File: config.mk
export PLATFORM = sky130hd
export DESIGN_NAME = ibex_mem_arbiter
export DESIGN_NICKNAME = d
export VERILOG_FILES = /design/src/rtl/ibex_mem_pkg.sv /design/src/rtl/ibex_mem_prot_chk.sv /design/src/rtl/ibex_mem_arbiter.sv
export SDC_FILE = /design/constraint.sdc
export NUM_CORES = 1
export LEC_CHECK = 0
export BUFFER_PORTS_ARGS = -buffer_cell sky130_fd_sc_hd__buf_2
export CAP_MARGIN = 5
export CORE_AREA = 2 2 108 110
export CTS_CLUSTER_SIZE = 30
export DETAILED_ROUTE_END_ITERATION = 7
export DIE_AREA = 0 0 110 112
export GPL_TIMING_DRIVEN = 0
export PLACE_DENSITY_LB_ADDON = 0.2
export SLEW_MARGIN = 20
export SYNTH_ARGS = -nofsm -noshare
export SYNTH_HDL_FRONTEND = slang
export SYNTH_SLANG_ARGS = --single-unit
File: constraint.sdc
create_clock -name clk_i -period 4 [get_ports clk_i]
set_input_delay 0.4 -clock clk_i [delete_from_list [all_inputs] [get_ports clk_i]]
set_output_delay 0.4 -clock clk_i [all_outputs]
set_load 0.05 [all_outputs]
File: src/rtl/ibex_mem_pkg.sv
// ibex_mem_pkg: shared types and default window constants for the ibex RAM arbiter
package ibex_mem_pkg;
  typedef enum logic [1:0] {OWNER_NONE, OWNER_INSTR, OWNER_DATA} owner_e;
  localparam logic [31:0] PROT_BASE_DEF = 32'h0000_8000;
  localparam logic [31:0] PROT_LIMIT_DEF = 32'h0000_9000;
  typedef struct packed {
    logic rvalid;
    logic [31:0] rdata;
    logic err;
  } rsp_t;
endpackage

File: src/rtl/ibex_mem_prot_chk.sv
// ibex_mem_prot_chk: classifies the granted access and counts blocked writes
module ibex_mem_prot_chk import ibex_mem_pkg::*; #(
  parameter int unsigned Depth = 16384,
  parameter logic [31:0] ProtBase = PROT_BASE_DEF,
  parameter logic [31:0] ProtLimit = PROT_LIMIT_DEF
) (
  input  logic        clk,
  input  logic        rst,
  input  logic        valid,
  input  logic        we,
  input  logic [31:0] addr,
  output logic        legal,
  output logic        blocked_write,
  output logic [15:0] viol_count
);
  localparam logic [32:0] MemBytes = 33'(Depth) << 2;
  // An access is legal when it lands inside the RAM and is not a write into the window.
  always_comb begin
    legal = ({1'b0, addr} < MemBytes) && !(we && addr >= ProtBase && addr < ProtLimit);
    blocked_write = valid && we && !legal;
  end
  // Saturating count of dropped writes.
  always_ff @(posedge clk)
    if (rst) viol_count <= '0;
    else if (blocked_write && viol_count != 16'hFFFF) viol_count <= viol_count + 16'd1;
endmodule

File: src/rtl/ibex_mem_arbiter.sv
// ibex_mem_arbiter: shares one single-port RAM between ibex instr and data ports with a write-protected window
module ibex_mem_arbiter import ibex_mem_pkg::*; #(
  parameter int unsigned Depth = 16384,
  parameter int unsigned AddrWidth = $clog2(Depth),
  parameter int unsigned StarveLimit = 4,
  parameter logic [31:0] ProtBase = PROT_BASE_DEF,
  parameter logic [31:0] ProtLimit = PROT_LIMIT_DEF
) (
  input  logic                 clk_i,
  input  logic                 rst_i,
  input  logic                 instr_req_i,
  input  logic [31:0]          instr_addr_i,
  output logic                 instr_gnt_o,
  output logic                 instr_rvalid_o,
  output logic [31:0]          instr_rdata_o,
  output logic                 instr_err_o,
  input  logic                 data_req_i,
  input  logic                 data_we_i,
  input  logic [3:0]           data_be_i,
  input  logic [31:0]          data_addr_i,
  input  logic [31:0]          data_wdata_i,
  output logic                 data_gnt_o,
  output logic                 data_rvalid_o,
  output logic [31:0]          data_rdata_o,
  output logic                 data_err_o,
  output logic                 mem_req_o,
  output logic                 mem_we_o,
  output logic [3:0]           mem_be_o,
  output logic [AddrWidth-1:0] mem_addr_o,
  output logic [31:0]          mem_wdata_o,
  input  logic                 mem_rvalid_i,
  input  logic [31:0]          mem_rdata_i,
  output logic [15:0]          viol_count_o
);
  localparam int unsigned SW = $clog2(StarveLimit + 1);
  owner_e owner_q;
  logic err_pend_q;
  logic [SW-1:0] starve_q;
  logic instr_win, data_win, valid, legal, blocked_write;
  logic [31:0] sel_addr;
  rsp_t rsp;
  // Data wins ties unless instr has already lost StarveLimit cycles in a row.
  always_comb begin
    instr_win = !rst_i && instr_req_i && (!data_req_i || starve_q == SW'(StarveLimit));
    data_win = !rst_i && data_req_i && !instr_win;
    valid = instr_win || data_win;
    sel_addr = data_win ? data_addr_i : instr_addr_i;
  end
  ibex_mem_prot_chk #(
    .Depth(Depth),
    .ProtBase(ProtBase),
    .ProtLimit(ProtLimit)
  ) u_prot_chk (
    .clk(clk_i),
    .rst(rst_i),
    .valid(valid),
    .we(data_win && data_we_i),
    .addr(sel_addr),
    .legal(legal),
    .blocked_write(blocked_write),
    .viol_count(viol_count_o)
  );
  // Only legal accesses reach the RAM; instr fetches are always full-word reads.
  always_comb begin
    mem_req_o = valid && legal;
    mem_we_o = data_win && data_we_i && !blocked_write;
    mem_be_o = data_win ? data_be_i : 4'hF;
    mem_addr_o = sel_addr[AddrWidth+1:2];
    mem_wdata_o = data_wdata_i;
    instr_gnt_o = instr_win;
    data_gnt_o = data_win;
  end
  // Track who owns the in-flight response, whether it must be an error, and instr starvation.
  always_ff @(posedge clk_i)
    if (rst_i) begin
      owner_q <= OWNER_NONE;
      err_pend_q <= 1'b0;
      starve_q <= '0;
    end else begin
      owner_q <= instr_win ? OWNER_INSTR : data_win ? OWNER_DATA : OWNER_NONE;
      err_pend_q <= valid && !legal;
      starve_q <= (!instr_req_i || instr_win) ? '0 :
                  (starve_q == SW'(StarveLimit)) ? starve_q : starve_q + 1'b1;
    end
  // Route the response to its owner; an orphan RAM response is ignored.
  always_comb begin
    rsp.rvalid = !rst_i && owner_q != OWNER_NONE && (err_pend_q || mem_rvalid_i);
    rsp.err = err_pend_q;
    rsp.rdata = err_pend_q ? 32'h0 : mem_rdata_i;
    instr_rvalid_o = rsp.rvalid && owner_q == OWNER_INSTR;
    data_rvalid_o = rsp.rvalid && owner_q == OWNER_DATA;
    instr_err_o = instr_rvalid_o && rsp.err;
    data_err_o = data_rvalid_o && rsp.err;
    instr_rdata_o = rsp.rdata;
    data_rdata_o = rsp.rdata;
  end
endmodule
# After elaboration in Yosys (flattened, before gate mapping)
# Cells that the tools add are included.
# op_classes
n_addsub,2
n_mul,0
div_mod_pow,0
magnitude_cmp,3
eq_ne,4
shift,0
muxes,5
bitwise,0
reduce_logical,34
# op_table
cell,count
two-way mux 32 bit,2
greater-or-equal comparator 32 x 16 -> 1 bit (second input constant),1
less-than comparator 32 x 16 -> 1 bit (second input constant),1
less-than comparator 32 x 17 -> 1 bit (second input constant),1
logical AND 1 bit,20
adder 16 x 1 -> 16 bit (second input constant),1
inequality test 16 bit (second input constant),1
zero test 1 bit,7
logical OR 1 bit,4
two-way mux 4 bit,1
OR reduction 2 bit,2
adder 3 x 1 -> 3 bit (second input constant),1
equality test 3 bit (second input constant),1
equality test 2 x 1 -> 1 bit (second input constant),1
equality test 2 bit (second input constant),1
two-way mux 2 bit,1
nonzero test 2 bit,1
two-way mux 1 bit,1
# word_totals
reg_bits,22
latch_bits,0
ram_bits,0
romBits,0
in_bits,138
output_inout_bits,138
elab_cells,53
n_memories,0

# Longest topological paths before layout
# logic_depth
depth_word,15
depth_mapped,11
ltp_nobuf,9

# Hierarchy
# A second synthesis with hierarchy kept.
# hier_totals
cells_unflattened,303
hier_area_um2,2521.2
# modules_own_cells
mod,instances,cells_per_inst,area_per_inst_um2
ibex_mem_arbiter,1,191,1630.3
ibex_mem_prot_chk,1,112,890.9

# Worst setup path before layout
# No wires, ideal clock.
# synth_timing
path_kind,input to output
startpoint,in rst_i
endpoint,out instr_err_o
t_arrival_ns,2.450
t_required_ns,3.600
setup_slack_ns,1.150
cell_stages,4
n_path_buf,0
cell_sequence,inv_1 -> o21ai_0 -> nor3b_1 -> and2_1
# synth_between
elab_chain_cells,5
# synth_lines
element,line,text
start: declaration,ibex_mem_arbiter.sv:10,"input logic rst_i,"
zero test 1 bit,ibex_mem_arbiter.sv:87,rsp.rvalid = !rst_i && owner_q != OWNER_NONE && (err_pend_q || mem_rvalid_i);
logical AND 1 bit (2 in a row),ibex_mem_arbiter.sv:87,
logical AND 1 bit,ibex_mem_arbiter.sv:90,instr_rvalid_o = rsp.rvalid && owner_q == OWNER_INSTR;
named net instr_rvalid_o,ibex_mem_arbiter.sv:14,"output logic instr_rvalid_o,"
logical AND 1 bit,ibex_mem_arbiter.sv:92,instr_err_o = instr_rvalid_o && rsp.err;
end: declaration,ibex_mem_arbiter.sv:16,"output logic instr_err_o,"
# The timed path passes the listed nets, and every way through them passes these cells.

# Worst setup path after layout
# layout_timing
startpoint,reg starve_q[0]
endpoint,out mem_we_o
# layout_between
elab_chain_cells,15
# layout_lines
element,line,text
start: declaration,ibex_mem_arbiter.sv:38,logic [SW-1:0] starve_q;
start signal: assignment,ibex_mem_arbiter.sv:82,starve_q <= (!instr_req_i || instr_win) ? '0 :
equality test 3 bit *,ibex_mem_arbiter.sv:44,instr_win = !rst_i && instr_req_i && (!data_req_i || starve_q == SW'(StarveLimit));
logical OR 1 bit *,ibex_mem_arbiter.sv:44,
logical AND 1 bit *,ibex_mem_arbiter.sv:44,
zero test 1 bit,ibex_mem_arbiter.sv:45,data_win = !rst_i && data_req_i && !instr_win;
logical AND 1 bit,ibex_mem_arbiter.sv:45,
two-way mux 32 bit,ibex_mem_arbiter.sv:47,sel_addr = data_win ? data_addr_i : instr_addr_i;
greater-or-equal comparator 32 x 16 -> 1 bit,ibex_mem_prot_chk.sv:19,"legal = ({1'b0, addr} < MemBytes) && !(we && addr >= ProtBase && addr < ProtLimit);"
logical AND 1 bit (2 in a row),ibex_mem_prot_chk.sv:19,
zero test 1 bit,ibex_mem_prot_chk.sv:19,
logical AND 1 bit,ibex_mem_prot_chk.sv:19,
zero test 1 bit,ibex_mem_prot_chk.sv:20,blocked_write = valid && we && !legal;
logical AND 1 bit,ibex_mem_prot_chk.sv:20,
zero test 1 bit,ibex_mem_arbiter.sv:66,mem_we_o = data_win && data_we_i && !blocked_write;
logical AND 1 bit *,ibex_mem_arbiter.sv:66,
end: declaration,ibex_mem_arbiter.sv:27,"output logic mem_we_o,"
# Mark *: on every way between the ends. The rest lies on a longest branch, timed or not.

==> impl_metrics.tcl <==
set metrics [dict create \
    outcome "finished clean" \
    cts.repair.resized 0 \
    cts.htree.levels 1 \
    worst_r2r_path_depth 10 \
    hold_slack_ps 412 \
    critPathBufInv 3 \
    final_nets 680 \
    fin_cells 681 \
    synth_top_area_share 0.226 \
    place.gp.congestion 0.812 \
    worst_skew_pair.late_latency_ps 250 \
    antenna_cells 0 \
    syn_to_final_growth_pct 68.7 \
    whs_endpoint "owner_q[0]" \
    die_h_um 112 \
    slowest_stage "mux2i_1" \
    holdPathStages 2 \
    grt_max_degree 13 \
    leakagePower_nw 1.99 \
    num_io_pins 276 \
    dp.cells 677 \
    worstMarginPinSlew_ps 533 \
    synth.cell_area_um2 2130 \
    yosys_warnings 0 \
    root_buffer "clkbuf_16" \
    irDropWorstVdd_uv 115 \
    grt_pass1_vias 2519 \
    drc 0 \
    synth_top_flop_cell "dfxtp_1" \
    finalWirelength_mm 9.07 \
    clk_pin_slew_ps 60 \
    drive_gt1_frac 0.591 \
    setup_viol_count_final 0 \
    async_reset_ff_frac 0 \
    antenna_found_initial 1 \
    syn-num-nets 436 \
    track_usage 0.133 \
    first_iter_violations 74 \
    rr_startpoint "u_prot_chk.viol_count[0]" \
    grt_pass1_wl_mm 12.9 \
    relSlewSlack 0.641 \
    postSynthCellCount 295 \
    post-route-util 0.322 \
    yosys.area.top_type "buf_4" \
    fp.dieW_um 110 \
    final.setup.tns_ps 0 \
    fp-row-count 39 \
    required_ps 3600 \
    viasPerCell 4.13 \
    fp.coreArea_um2 11200 \
    hold_start "data_req_i" \
    yosys_register_bits 22 \
    min_period_over_period 0.696 \
    crit_family "buffers and inverters" \
    arrival_ps 2390 \
    syn_avg_cell_area_um2 7.22 \
    path_max_fanout 10 \
    hold_violations 0 \
    fmax_mhz 359 \
    synth_edf_count 0 \
    crit_type "reg2out" \
    r2r_setup_slack_ps 1720 \
    period_needed_ps 2790 \
    vias 2811 \
    cts_made_buffers 3 \
    cp-start-kind "register" \
    numPortBuffers 239 \
    drv_cap 0 \
    fin_skew_ps 2.97 \
    hpwlAfterDp_mm 7.93 \
    synthTopCellsByArea "buf_4 23%, dfxtp_1 21%, nor2b_1 10%" \
    seq_area_frac_synth 0.207 \
    synth_cell_types 43 \
    cts_tree "yes" \
    cts.sinks 22 \
    wire_per_inst_um 13.3 \
    dr.pass1.iters 4 \
    powerDensity_nw_per_um2 272 \
    rsz0062_at_grt "false" \
    cts_setup_buffers 0 \
    dieArea_um2 12300 \
    worstHoldPathType "in2reg" \
    ant_nets 0 \
    r2r-end "u_prot_chk.viol_count[1]" \
    grt-ovfl-total 0 \
    cts_hold_buf 0 \
    worstPathCellList "inv_1 -> ha_1 -> nand3_1 -> nand2_4 -> clkinv_4 -> mux2i_1 -> o21ai_0 -> nor2_1 -> buf_2" \
    slew_viol_final 0 \
    slowest_delay_ps 370 \
    cts_buffer_depth 2 \
    end_kind "primary output" \
    start_util 0.191 \
]
placed cells by master (no fill, tap or decap), drive strengths merged:
cell     instances
nor2b           35
or2              1
clkbuf          10
and3             1
o22ai            1
and4             2
nand4            4
a31o             1
dfxtp           22
nand3           10
buf            306
nand2           54
a41o             1
a21o             1
or3              9
o31ai            5
a21oi           10
nor3b            3
nor4             6
ha               3
or4              4
mux2i            3
o311ai           3
clkinv           1
inv              7
o21ai            8
o211ai           3
and2             2
nand2b           1
nor3             3
nor2            13
a2111oi          1
o41ai            2
xor2             1
mux2             1
metrics by stage:
step | area [µm²] | total power, W | setup slack [ps]
finish | 3590 | 0.000976 | 1210
global route | 3590 | 0.00102 | 991
CTS | 3590 | 0.000987 | 1180
detailed placement | 3500 | 0.000750 | 1450
global placement | 3500 | 0.000750 | 1500
floorplan | 2130 | 0.000615 | 1150
how the worst max path moves through the flow:
| stage | endpoint | depth (start not counted) | from |
|---|---|---|---|
| final | mem_we_o | 9 | starve_q[0] |
| after global routing | mem_we_o | 9 | starve_q[0] |
| after CTS | mem_we_o | 9 | starve_q[0] |
| after detailed placement | mem_we_o | 7 | data_addr_i[25] |
| after global placement | mem_we_o | 7 | data_addr_i[25] |
| after floorplan | instr_err_o | 4 | rst_i |
area by class of cell:
type,count,area (µm²)
clock buffer,4,88.8
buffer,73,539
multi-input combinational,192,1110
tap,143,179
fill,1238,7580
inverter,8,35.0
timing repair buffer,239,1200
sequential,22,440
synthesized netlist by cell type (2+ instances only):
master,count
buf_4,64
nand2_1,53
nor2b_1,34
dfxtp_1,22
nor2_1,13
a21oi_1,10
nand3_1,10
or3_1,9
inv_1,7
clkbuf_1,6
nor4_1,6
o21ai_0,5
o31ai_1,5
or4_1,4
ha_1,3
mux2i_1,3
nand4_1,3
nor3_1,3
nor3b_1,3
o211ai_1,3
o21ai_1,3
and2_1,2
and4_1,2
o311ai_1,2
o41ai_1,2
registers in the layout (all words and copies together) (netlist names):
register,flops
starve_q,3
u_prot_chk.viol_count,16
owner_q,2
err_pend_q,1
routing by layer:
layer,GRT usage,up-vias,share of wire
met5,0,-,0.0014
met4,0.0321,2,0.019
met3,0.0234,12,0.086
met2,0.243,125,0.51
met1,0.158,1247,0.38
li1,-,1425,-
kinds of logic (layout without fill, tap and decap cells):
family	count (synthesis)	in the layout	share of synthesized area
AO/OA/AOI/OAI	36	36	0.118
AND/OR/NAND/NOR	148	148	0.365
buffers and inverters	81	324	0.270
XOR/XNOR	1	1	0.00411
multiplexers	4	4	0.0194
flip-flops	22	22	0.207
adder cells (fa/ha/maj)	3	3	0.0176
report_power, final:
| group | internal (W) | switching [W] | leakage [nW] | total [W] |
|---|---|---|---|---|
| registers | 0.000222 | 0.00000350 | 0.178 | 0.000225 |
| logic | 0.000154 | 0.000362 | 1.77 | 0.000516 |
| clock network | 0.000153 | 0.0000819 | 0.0442 | 0.000235 |
(Power assumes the default switching activity.)
